--- src/rtl/seg7_pkg.sv ---
// Shared types and constants for the seven-segment scan controller.
// Segment codes are active low, bit order {g,f,e,d,c,b,a}.
package seg7_pkg;

    localparam int NUM_BITS   = 9;
    localparam int NUM_DIGITS = 3;

    typedef enum logic [1:0] {
        IDLE = 2'd0,
        CONV = 2'd1,
        LOAD = 2'd2
    } state_t;

    localparam logic [6:0] SEG_BLANK = 7'b1111111;
    localparam logic [6:0] SEG_0     = 7'b1000000;
    localparam logic [6:0] SEG_1     = 7'b1111001;
    localparam logic [6:0] SEG_2     = 7'b0100100;
    localparam logic [6:0] SEG_3     = 7'b0110000;
    localparam logic [6:0] SEG_4     = 7'b0011001;
    localparam logic [6:0] SEG_5     = 7'b0010010;
    localparam logic [6:0] SEG_6     = 7'b0000010;
    localparam logic [6:0] SEG_7     = 7'b1111000;
    localparam logic [6:0] SEG_8     = 7'b0000000;
    localparam logic [6:0] SEG_9     = 7'b0010000;

    // Double-dabble correction: a nibble of 5 or more would exceed 9 after doubling.
    function automatic logic [3:0] add3(input logic [3:0] nib);
        return (nib >= 4'd5) ? nib + 4'd3 : nib;
    endfunction

endpackage

--- src/rtl/seg7_scan_controller_if.sv ---
// Value handshake between the application logic and the scan controller.
interface seg7_scan_controller_if;
    import seg7_pkg::*;

    logic [NUM_BITS-1:0] value_in;
    logic                value_valid;
    logic                value_ready;
    logic                busy;

    modport master (
        output value_in,
        output value_valid,
        input  value_ready,
        input  busy
    );

    modport slave (
        input  value_in,
        input  value_valid,
        output value_ready,
        output busy
    );

endinterface

--- src/rtl/seg7_digit_decoder.sv ---
// BCD digit to active-low seven-segment pattern, with a forced-blank input.
module seg7_digit_decoder
    import seg7_pkg::*;
(
    input  logic [3:0] digit,
    input  logic       blank,
    output logic [6:0] seg_n
);

    always_comb begin
        seg_n = SEG_BLANK;
        if (!blank) begin
            case (digit)
                4'd0:    seg_n = SEG_0;
                4'd1:    seg_n = SEG_1;
                4'd2:    seg_n = SEG_2;
                4'd3:    seg_n = SEG_3;
                4'd4:    seg_n = SEG_4;
                4'd5:    seg_n = SEG_5;
                4'd6:    seg_n = SEG_6;
                4'd7:    seg_n = SEG_7;
                4'd8:    seg_n = SEG_8;
                4'd9:    seg_n = SEG_9;
                default: seg_n = SEG_BLANK;
            endcase
        end
    end

endmodule

--- src/rtl/seg7_scan_controller.sv ---
// Binary-to-BCD conversion (one bit per clock) feeding a continuously
// multiplexed 3-digit, active-low seven-segment display.
module seg7_scan_controller
    import seg7_pkg::*;
#(
    parameter int REFRESH_DIV   = 50000,
    parameter bit BLANK_LEADING = 1'b1
) (
    input  logic                   clk,
    input  logic                   rst,
    seg7_scan_controller_if.slave  bus,
    output logic [6:0]             seg_n,
    output logic [3:0]             an_n
);

    localparam int CNT_W = (REFRESH_DIV > 2) ? $clog2(REFRESH_DIV) : 1;

    state_t              state, state_next;
    logic                ready, busy_int, accept, load_en;
    logic [NUM_BITS-1:0] shift_reg;
    logic [11:0]         acc;
    logic [10:0]         acc_adj;
    logic [3:0]          hund_adj;
    logic                unused_hund_msb;
    logic [3:0]          bit_cnt;
    logic [3:0]          shown_h, shown_t, shown_o;
    logic [3:0]          next_h, next_t, next_o;

    logic [CNT_W-1:0]    refresh_cnt;
    logic                cnt_wrap;
    logic [1:0]          scan_idx, idx_next;
    logic [3:0]          digit_sel;
    logic                blank_sel, blank_h, blank_t;
    logic [3:0]          an_next;
    logic [6:0]          seg_next;

    // ---- control FSM ----
    always_ff @(posedge clk) begin
        if (rst) state <= IDLE;
        else     state <= state_next;
    end

    always_comb begin
        state_next = state;
        ready      = 1'b0;
        busy_int   = 1'b0;
        accept     = 1'b0;
        load_en    = 1'b0;
        case (state)
            IDLE: begin
                ready = 1'b1;
                if (bus.value_valid) begin
                    accept     = 1'b1;
                    state_next = CONV;
                end
            end
            CONV: begin
                busy_int = 1'b1;
                if (bit_cnt == 4'(NUM_BITS - 1)) state_next = LOAD;
            end
            LOAD: begin
                load_en    = 1'b1;
                state_next = IDLE;
            end
            default: state_next = IDLE;
        endcase
    end

    assign bus.value_ready = ready;
    assign bus.busy        = busy_int;

    // ---- shift-add-3 engine ----
    // Adjust happens before each shift, so the last shift leaves acc unadjusted.
    // The hundreds nibble stays <= 2 before adjust, so its top bit is always dropped.
    assign hund_adj        = add3(acc[11:8]);
    assign unused_hund_msb = hund_adj[3];
    assign acc_adj         = {hund_adj[2:0], add3(acc[7:4]), add3(acc[3:0])};

    always_ff @(posedge clk) begin
        if (accept) begin
            shift_reg <= bus.value_in;
            acc       <= '0;
        end else if (state == CONV) begin
            acc       <= {acc_adj, shift_reg[NUM_BITS-1]};
            shift_reg <= {shift_reg[NUM_BITS-2:0], 1'b0};
        end
    end

    always_ff @(posedge clk) begin
        if (rst)                 bit_cnt <= '0;
        else if (accept)         bit_cnt <= '0;
        else if (state == CONV)  bit_cnt <= bit_cnt + 4'd1;
    end

    always_ff @(posedge clk) begin
        if (rst) begin
            shown_h <= '0;
            shown_t <= '0;
            shown_o <= '0;
        end else if (load_en) begin
            shown_h <= acc[11:8];
            shown_t <= acc[7:4];
            shown_o <= acc[3:0];
        end
    end

    // ---- scan / output register stage ----
    // Outputs are built from next-cycle digits so a LOAD is visible on the same edge.
    assign next_h = load_en ? acc[11:8] : shown_h;
    assign next_t = load_en ? acc[7:4]  : shown_t;
    assign next_o = load_en ? acc[3:0]  : shown_o;

    assign blank_h  = BLANK_LEADING && (next_h == 4'd0);
    assign blank_t  = BLANK_LEADING && (next_h == 4'd0) && (next_t == 4'd0);
    assign cnt_wrap = (refresh_cnt == CNT_W'(REFRESH_DIV - 1));

    always_comb begin
        idx_next = scan_idx;
        if (cnt_wrap) idx_next = (scan_idx == 2'd2) ? 2'd0 : scan_idx + 2'd1;
    end

    always_comb begin
        digit_sel = next_o;
        blank_sel = 1'b0;
        an_next   = 4'b1110;
        case (idx_next)
            2'd1: begin
                digit_sel = next_t;
                blank_sel = blank_t;
                an_next   = 4'b1101;
            end
            2'd2: begin
                digit_sel = next_h;
                blank_sel = blank_h;
                an_next   = 4'b1011;
            end
            default: ;
        endcase
    end

    seg7_digit_decoder u_decoder (
        .digit (digit_sel),
        .blank (blank_sel),
        .seg_n (seg_next)
    );

    always_ff @(posedge clk) begin
        if (rst) begin
            refresh_cnt <= '0;
            scan_idx    <= 2'd0;
            an_n        <= 4'b1110;
            seg_n       <= SEG_0;
        end else begin
            refresh_cnt <= cnt_wrap ? '0 : refresh_cnt + 1'b1;
            scan_idx    <= idx_next;
            an_n        <= an_next;
            seg_n       <= seg_next;
        end
    end

endmodule

--- src/flat_wrapper.sv ---
// flat-port wrapper written by rule: the top's interface ports become plain ports
module seg7_scan_controller_flat import seg7_pkg::*;
#(
    parameter int REFRESH_DIV   = 50000,
    parameter bit BLANK_LEADING = 1'b1
)
  (clk, rst, seg_n, an_n, bus_value_in, bus_value_valid, bus_value_ready, bus_busy);
  seg7_scan_controller_if bus_i ();
  input  logic clk;
  input  logic rst;
  output logic [6:0] seg_n;
  output logic [3:0] an_n;
  input wire logic [$bits(bus_i.value_in)-1:0] bus_value_in;
  input wire logic [$bits(bus_i.value_valid)-1:0] bus_value_valid;
  output wire logic [$bits(bus_i.value_ready)-1:0] bus_value_ready;
  output wire logic [$bits(bus_i.busy)-1:0] bus_busy;
  assign bus_i.value_in = bus_value_in;
  assign bus_i.value_valid = bus_value_valid;
  assign bus_value_ready = bus_i.value_ready;
  assign bus_busy = bus_i.busy;
  seg7_scan_controller #(.REFRESH_DIV(REFRESH_DIV), .BLANK_LEADING(BLANK_LEADING)) u_core (.clk(clk), .rst(rst), .bus(bus_i), .seg_n(seg_n), .an_n(an_n));
endmodule
--- config.mk ---
export PLATFORM = sky130hd
export DESIGN_NAME = seg7_scan_controller_flat
export DESIGN_NICKNAME = d
export VERILOG_FILES = /design/src/rtl/seg7_pkg.sv /design/src/rtl/seg7_scan_controller_if.sv /design/src/rtl/seg7_digit_decoder.sv /design/src/rtl/seg7_scan_controller.sv /design/src/flat_wrapper.sv
export SDC_FILE = /design/constraint.sdc
export NUM_CORES = 1
export LEC_CHECK = 0
export ABC_AREA = 1
export CORE_MARGIN = 2
export CORE_UTILIZATION = 45
export DETAILED_ROUTE_END_ITERATION = 8
export SLEW_MARGIN = 20
export SYNTH_ARGS = -nofsm -noshare
export SYNTH_HDL_FRONTEND = slang
export SYNTH_SLANG_ARGS = --single-unit
export TNS_END_PERCENT = 100
--- constraint.sdc ---
create_clock -name clk -period 4 [get_ports clk]
set_clock_uncertainty 0.2 [all_clocks]
set_input_delay 0.8 -clock clk [delete_from_list [all_inputs] [get_ports clk]]
set_output_delay 0.8 -clock clk [all_outputs]
set_load 0.01 [all_outputs]
==> results of run 1 <==
## power by group through the flow
stage | sequential [mW] | combinational, mW | clock, mW
finish | 0.723 | 0.0933 | 0.666
floorplan | 0.734 | 0.0640 | 0
global route | 0.725 | 0.106 | 0.713
global placement | 0.738 | 0.0925 | 0
detailed placement | 0.738 | 0.0938 | 0
CTS | 0.723 | 0.0940 | 0.680
## critical path, delay by kind of cell (launching register included)
kind | cells | cell delay, ps
simple gates | 10 | 960
fa+ha+maj | 3 | 820
flops | 1 | 360
buf+inv | 3 | 360
compound gates | 1 | 330
## metal layers
metal	track usage	vias up	wire length (um)
met1	0.243	1207	3240
met4	0.0675	0	136
li1	-	1454	-
met2	0.277	35	2820
met3	0.0504	13	266
met5	0	-	0
## area by class of cell
cell class / count / share of cell area
clock buffers: 11 / 0.0430
clock inverters: 5 / 0.0215
inverters: 66 / 0.0656
multi-input cells: 305 / 0.396
flip-flops and latches: 67 / 0.379
well taps: 96 / 0.0318
repair buffers: 24 / 0.0629
## final timing paths
check                                                      start  slack, ps  cells past startpoint                          endpoint
worst max-delay path            u_core.refresh_cnt[0]$_SDFF_PP0_        860                     17        u_core.seg_n[3]$_SDFF_PP0_
worst min-delay path            u_core.refresh_cnt[0]$_SDFF_PP0_        250                      1  u_core.refresh_cnt[0]$_SDFF_PP0_
worst max register to register  u_core.refresh_cnt[0]$_SDFF_PP0_        860                     17        u_core.seg_n[3]$_SDFF_PP0_
worst min register to register  u_core.refresh_cnt[0]$_SDFF_PP0_        250                      1  u_core.refresh_cnt[0]$_SDFF_PP0_
## through the flow
step                hold WS [ps]  instance area [um^2]
floorplan                    218                  3230
finish                       251                  3780
CTS                          253                  3780
detailed placement           235                  3530
global placement             231                  3530
global route                 278                  3780
## cells by family (layout without fill, tap and decap cells)
kind of cell               Yosys count  after routing  synth area share
AOI/OAI and AO/OA                   56             56            0.0883
xor gates and xnor gates             7              7            0.0190
adders and majority gates           16             16            0.0620
buffers and inverters               75            106            0.0933
DFF                                 67             67             0.443
other                                1              1           0.00116
and+or+nand+nor                    225            225             0.293
## cells in the final DEF, fill, tap and decap left out, drive strengths merged, types with 2 or more instances in the layout
cell type,instances
nand2,119
inv,67
dfxtp,58
nor2,58
nand3,35
o21ai,34
clkdlybuf4s50,23
a21oi,19
ha,16
clkbuf,11
edfxtp,9
xor2,6
nor4,4
nor3,4
nand4,2
a31oi,2
or2,2
bufinv,2
==> results by group, run 1 <==
Outcome
  • Outcome: finished, final reports clean

Drt
  • Post-DR vias/cell: 4.72
  • Drt pass-1 iters: 4
  • Drt wl/cell: 11.3 um
  • DRT antenna net count: 0
  • Vias: 2709
  • Iteration-0 DRC count of the detailed router: 178
  • Final WL: 6460 um
  • DRC: 0

Placed design
  • Pre-CTS setup slack: 886 ps
  • DP Cell Count: 558
  • Port Buffers: 23
  • Post-DP HPWL: roughly 4700 um
  • GP Congestion: between 0.8 and 0.9

Timing
  • Rel. slew slack: 0.587
  • Final Cycle Share: 0.786
  • Fmax: 0.318 GHz
  • Final worst slack: 855 ps
  • Max Slew Vio Count: 0
  • Sum Neg Setup Slack: 0 ps
  • Crit path time final: 3140 ps
  • Slew @ Worst Pin: ~620 ps
  • Final hold viol count: 0
  • RSZ-0062 raised after global routing: false
  • Final setup vio count: 0

Clock tree
  • Clk root buf: clkbuf_8
  • CTS buffer count: 9
  • Clock Latency Late Sink: 350 ps
  • Reg clk slew, reported paths: about 80 ps
  • Clock Path Buffers: 2
  • # hold bufs at CTS: 0
  • Clock tree sinks: 67
  • Post-CTS Setup Bufs: 0
  • Post-cts sizing count: 0
  • CTS H-tree depth: 3
  • TritonCTS clock tree: done

Power and ir drop
  • P_leak: around 1.6 nW
  • Gate power share: 0.063
  • Sw Share: 0.224
  • PwrDens: roughly 400 nW/um^2
  • Sw Pwr: 332 uW
  • Pint: 1.15 mW
  • Sequential share of power: 0.488
  • Power Total: 1.48 mW
  • Peak supply drop: 0.000305 V
  • Share of power burned in the clock network: 0.449

Die
  • Die area: just under 8000 um^2
  • Die Wd: 88.7 um
  • Core Region: 6870 um^2
  • Die height: between 80 and 90 um
  • FP Rows: 30
  • Top Ports: 25
  • Starting Density: 0.470

Yosys
  • Synth Instances: 447
  • Synthesized Nets: 475
  • Yosys reg bits: 67
  • EDFF count, synth: 9
  • Cell taking the most area after synthesis: dfxtp_1
  • Dominant cells by area after synthesis: dfxtp_1, nand2_1, edfxtp_1
  • Post-synth top area share: 0.359
  • Fraction of registers with async set/reset: 0
  • Top post-synthesis cells by count: nand2_1, inv_1, dfxtp_1
  • Syn Area/Cell: just over 7 um^2
  • YS warnings: 0
  • Register area share after synthesis: 0.443
  • Main synth FF type: dfxtp_1
  • Post-Syn Area: roughly 3200 um^2
  • Count leader, synth: nand2_1
  • Yosys cell types: 28

Critical path
  • Crit path launch type: flip-flop
  • CP required: 4030 ps
  • Worst path cell trace: ha_1 > nand2_1 > inv_1 > nand2_1 > nor2_1 > nand3_1 > o21ai_0 > ha_1 > inv_1 > nand2_1 > nand2_1 > inv_1 > ha_1 > nor2_1 > nor2_1 > nor2_1 > nor2_1
  • Worst path arrival time: 3170 ps
  • Max incr delay on CP: approximately 360 ps
  • CP max FO: 7
  • Most used cell, CP: nor2_1
  • Worst Setup End Kind: flip-flop
  • Critical path's slowest cell: dfxtp_1
  • CP Class: flip-flop to flip-flop

Finish
  • Register Area: 1430 um^2
  • Largest register FFs: 16
  • Fin cells: 574
  • Fin util: 0.550
  • Layout cells sized above 1: 0.0649
  • ANT cells: 0
  • Nets: 501
  • Fillers: 700
  • Layout area overhead: 17.0%
  • Multi-input combinational cell area: 1500 um^2

Global route
  • Vias in the first global route: 2489
  • Tot GR Track Use: 0.181
  • Initial antenna violation count: 0
  • First-pass GRT wire length: ~11000 um
  • Overflow after GRT: 0
  • Largest net degree at the start of global routing: 23

Worst hold path
  • Worst min path class: flip-flop to flip-flop

Flow run
  • Max_cap viols: 0
No activity file was read; power rests on OpenSTA's default activity.
==> inputs of run 2 (changes only) <==
--- a/config.mk
+++ b/config.mk
@@ -9,6 +9,7 @@
 export CORE_MARGIN = 2
 export CORE_UTILIZATION = 45
 export DETAILED_ROUTE_END_ITERATION = 8
+export PLACE_DENSITY = 0.67
 export SLEW_MARGIN = 20
 export SYNTH_ARGS = -nofsm -noshare
 export SYNTH_HDL_FRONTEND = slang
==> constraint.sdc (replaced) <==
create_clock -name clk -period 2.8 [get_ports clk]
set_clock_uncertainty 0.2 [all_clocks]
set_input_delay 0.56 -clock clk [delete_from_list [all_inputs] [get_ports clk]]
set_output_delay 0.56 -clock clk [all_outputs]
set_load 0.01 [all_outputs]
==> run 2 against run 1 <==
  * Total power increased by 35%
  * Wire length grew 6.6%
  * Die area unchanged
  * Via count rose by 5.9%
  * First-iteration DRC count down 16%
  * Combinational power rose by 63%
==> results by group, run 2 (synthesized netlist as in run 1, its figures left out) <==
Timing
  • Slew @ Worst Pin: 499 ps (-120 ps)
  • Fmax: 0.375 GHz (+18%)
  • Hold Slack: 263 ps (+12.3 ps)
  • Crit path time final: 2670 ps (-475 ps)
  • Final setup vio count: 0 (unchanged)
  • Final hold viol count: 0 (unchanged)
  • Sum Neg Setup Slack: 0 ps (unchanged)
  • Final worst slack: 131 ps (-725 ps)
  • Final Cycle Share: 0.953 (+0.167)
  • Rel. slew slack: 0.664 (+0.0774)
  • Max Slew Vio Count: 0 (unchanged)

Global route
  • Tot GR Track Use: 0.187 (+0.00594)
  • Overflow after GRT: 0 (unchanged)
  • Initial antenna violation count: 0 (unchanged)
  • Vias in the first global route: 2698 (+8.4%)
  • Largest net degree at the start of global routing: 22 (-4.3%)
  • First-pass GRT wire length: 11500 um (+4.1%)

Die
  • Starting Density: 0.470 (unchanged)
  • FP Rows: 30 (unchanged)
  • Die height: 88.7 um (unchanged)
  • Die area: 7870 um^2 (unchanged)
  • Die Wd: 88.7 um (unchanged)
  • Top Ports: 25 (unchanged)
  • Core Region: 6870 um^2 (unchanged)

Finish
  • Layout area overhead: 26.6%
  • Layout cells sized above 1: 0.168 (+0.103)
  • Commonest non-fill, non-tap cells in the layout: nand2_1, inv_1, nor2_1
  • Fillers: 640 (-8.6%)
  • Fin cells: 602 (+4.9%)
  • Largest register FFs: 16 (unchanged)
  • ANT cells: 0 (unchanged)
  • Commonest non-fill, non-tap cell in the layout: nand2_1
  • Fin util: 0.595 (+0.0452)
  • Post-route cell area: 4090 um^2 (+8.2%)
  • Nets: 529 (+5.6%)

Power and ir drop
  • Peak supply drop: 0.000285 V (-6.5%)
  • P_leak: 1.76 nW (+8.5%)
  • Power Total: 2.00 mW (+35%)
  • PwrDens: 489 nW/um^2 (+25%)

Drt
  • DRC: 0 (unchanged)
  • Iteration-0 DRC count of the detailed router: 149 (-16%)
  • Vias: 2869 (+5.9%)
  • DRT antenna net count: 0 (unchanged)
  • Drt wl/cell: 11.4 um (+1.6%)
  • Drt pass-1 iters: 4 (unchanged)
  • Final WL: 6890 um (+6.6%)
  • Post-DR vias/cell: 4.77 (+0.98%)

Clock tree
  • Clock tree sinks: 67 (unchanged)
  • Clk root buf: clkbuf_8
  • CTS buffer count: 9 (unchanged)
  • TritonCTS clock tree: done
  • CTS H-tree depth: 3 (unchanged)
  • Clock Path Buffers: 2 (unchanged)
  • Reg clk slew, reported paths: 70 ps (about the same)
  • # hold bufs at CTS: 0 (unchanged)
  • Clock Latency Late Sink: 340 ps (about the same)

Placed design
  • Port Buffers: 23 (unchanged)
  • Placed instance area: 3740 um^2 (+5.7%)
  • Pre-CTS setup slack: -125 ps (-1010 ps)
  • GP Congestion: 0.839 (-5.4%)
  • Post-DP HPWL: 5030 um (+6.5%)
  • DP Cell Count: 585 (+4.8%)

Worst hold path
  • Worst min path class: flip-flop to flip-flop

Critical path
  • CP required: 2820 ps (-1210 ps)
  • Crit path launch type: flip-flop
  • Worst path arrival time: 2690 ps (-480 ps)
  • CP Class: flip-flop to flip-flop
  • CP max FO: 5 (-2)
  • Worst Setup End Kind: flip-flop

Flow run
  • Max_cap viols: 0 (unchanged)

Outcome
  • Outcome: finished, final reports clean
==> run 2: changes by cell type in the layout (fill, tap and decap cells not counted), moves of 5 or more <==
cell,delta
inv_2,+5
dfxtp_2,+5
inv_1,-5
buf_4,+27
nand2_1,-7
nand2_2,+6
dfxtp_1,-5
==> run 2: metal layers <==
metal	vias up	wire, um	GRT usage
met3	7	216	0.0420
li1	1518	-	-
met2	28	3240	0.324
met4	0	93	0.0579
met1	1316	3330	0.231
met5	-	0	0
==> run 2: repair_timing <==
action                                  in CTS  in global routing
endpoints found under the setup margin       7                  7
pin swaps                                    1                 12
gates resized for setup                     10                 29
setup buffers                                0                  1
==> run 2: power by group <==
group          switching (mW)  leakage, nW  internal (mW)
clock network           0.353        0.101          0.460
registers              0.0219        0.561           1.01
logic                  0.0911         1.10         0.0610
==> run 2: worst max-delay path: stages (launching register included) <==
cell     delay, ps
dfxtp_2        350
ha_4           140
nand2_2         60
inv_2           70
nand2_4         50
nor2_4         130
nand3_4        130
o21ai_4        250
ha_4           250
inv_2           80
nand2_1         70
nand2_2         90
inv_1           80
ha_1           310
nor2_2         120
nor2_1          50
nor2_1          80
nor2_1          40
==> run 2: area by class of cell <==
cell class / count / area (um^2) / area share
Inverter: 66 / 248 / 0.0606
Clock inverter: 2 / 35.0 / 0.00857
Tap cell: 96 / 120 / 0.0294
Multi-Input combinational cell: 305 / 1630 / 0.400
Clock buffer: 14 / 163 / 0.0398
Timing Repair Buffer: 52 / 452 / 0.110
Sequential cell: 67 / 1440 / 0.352
==> run 2: path summary, 6_finish.rpt <==
path	end	slack, ps	start	depth (start not counted)
max	u_core.seg_n[3]$_SDFF_PP0_	130	u_core.refresh_cnt[1]$_SDFF_PP0_	17
min	u_core.acc[3]$_SDFFE_PP0P_	260	u_core.acc[3]$_SDFFE_PP0P_	2
max reg2reg	u_core.seg_n[3]$_SDFF_PP0_	130	u_core.refresh_cnt[1]$_SDFF_PP0_	17
min reg2reg	u_core.acc[3]$_SDFFE_PP0P_	260	u_core.acc[3]$_SDFFE_PP0P_	2
==> inputs of run 3 (changes only) <==
--- a/config.mk
+++ b/config.mk
@@ -10,7 +10,6 @@
 export CORE_UTILIZATION = 45
 export DETAILED_ROUTE_END_ITERATION = 8
 export PLACE_DENSITY = 0.67
-export SLEW_MARGIN = 20
 export SYNTH_ARGS = -nofsm -noshare
 export SYNTH_HDL_FRONTEND = slang
 export SYNTH_SLANG_ARGS = --single-unit
==> results of run 3 <==
Final layout, timing and power as in run 2 (identical DEF).
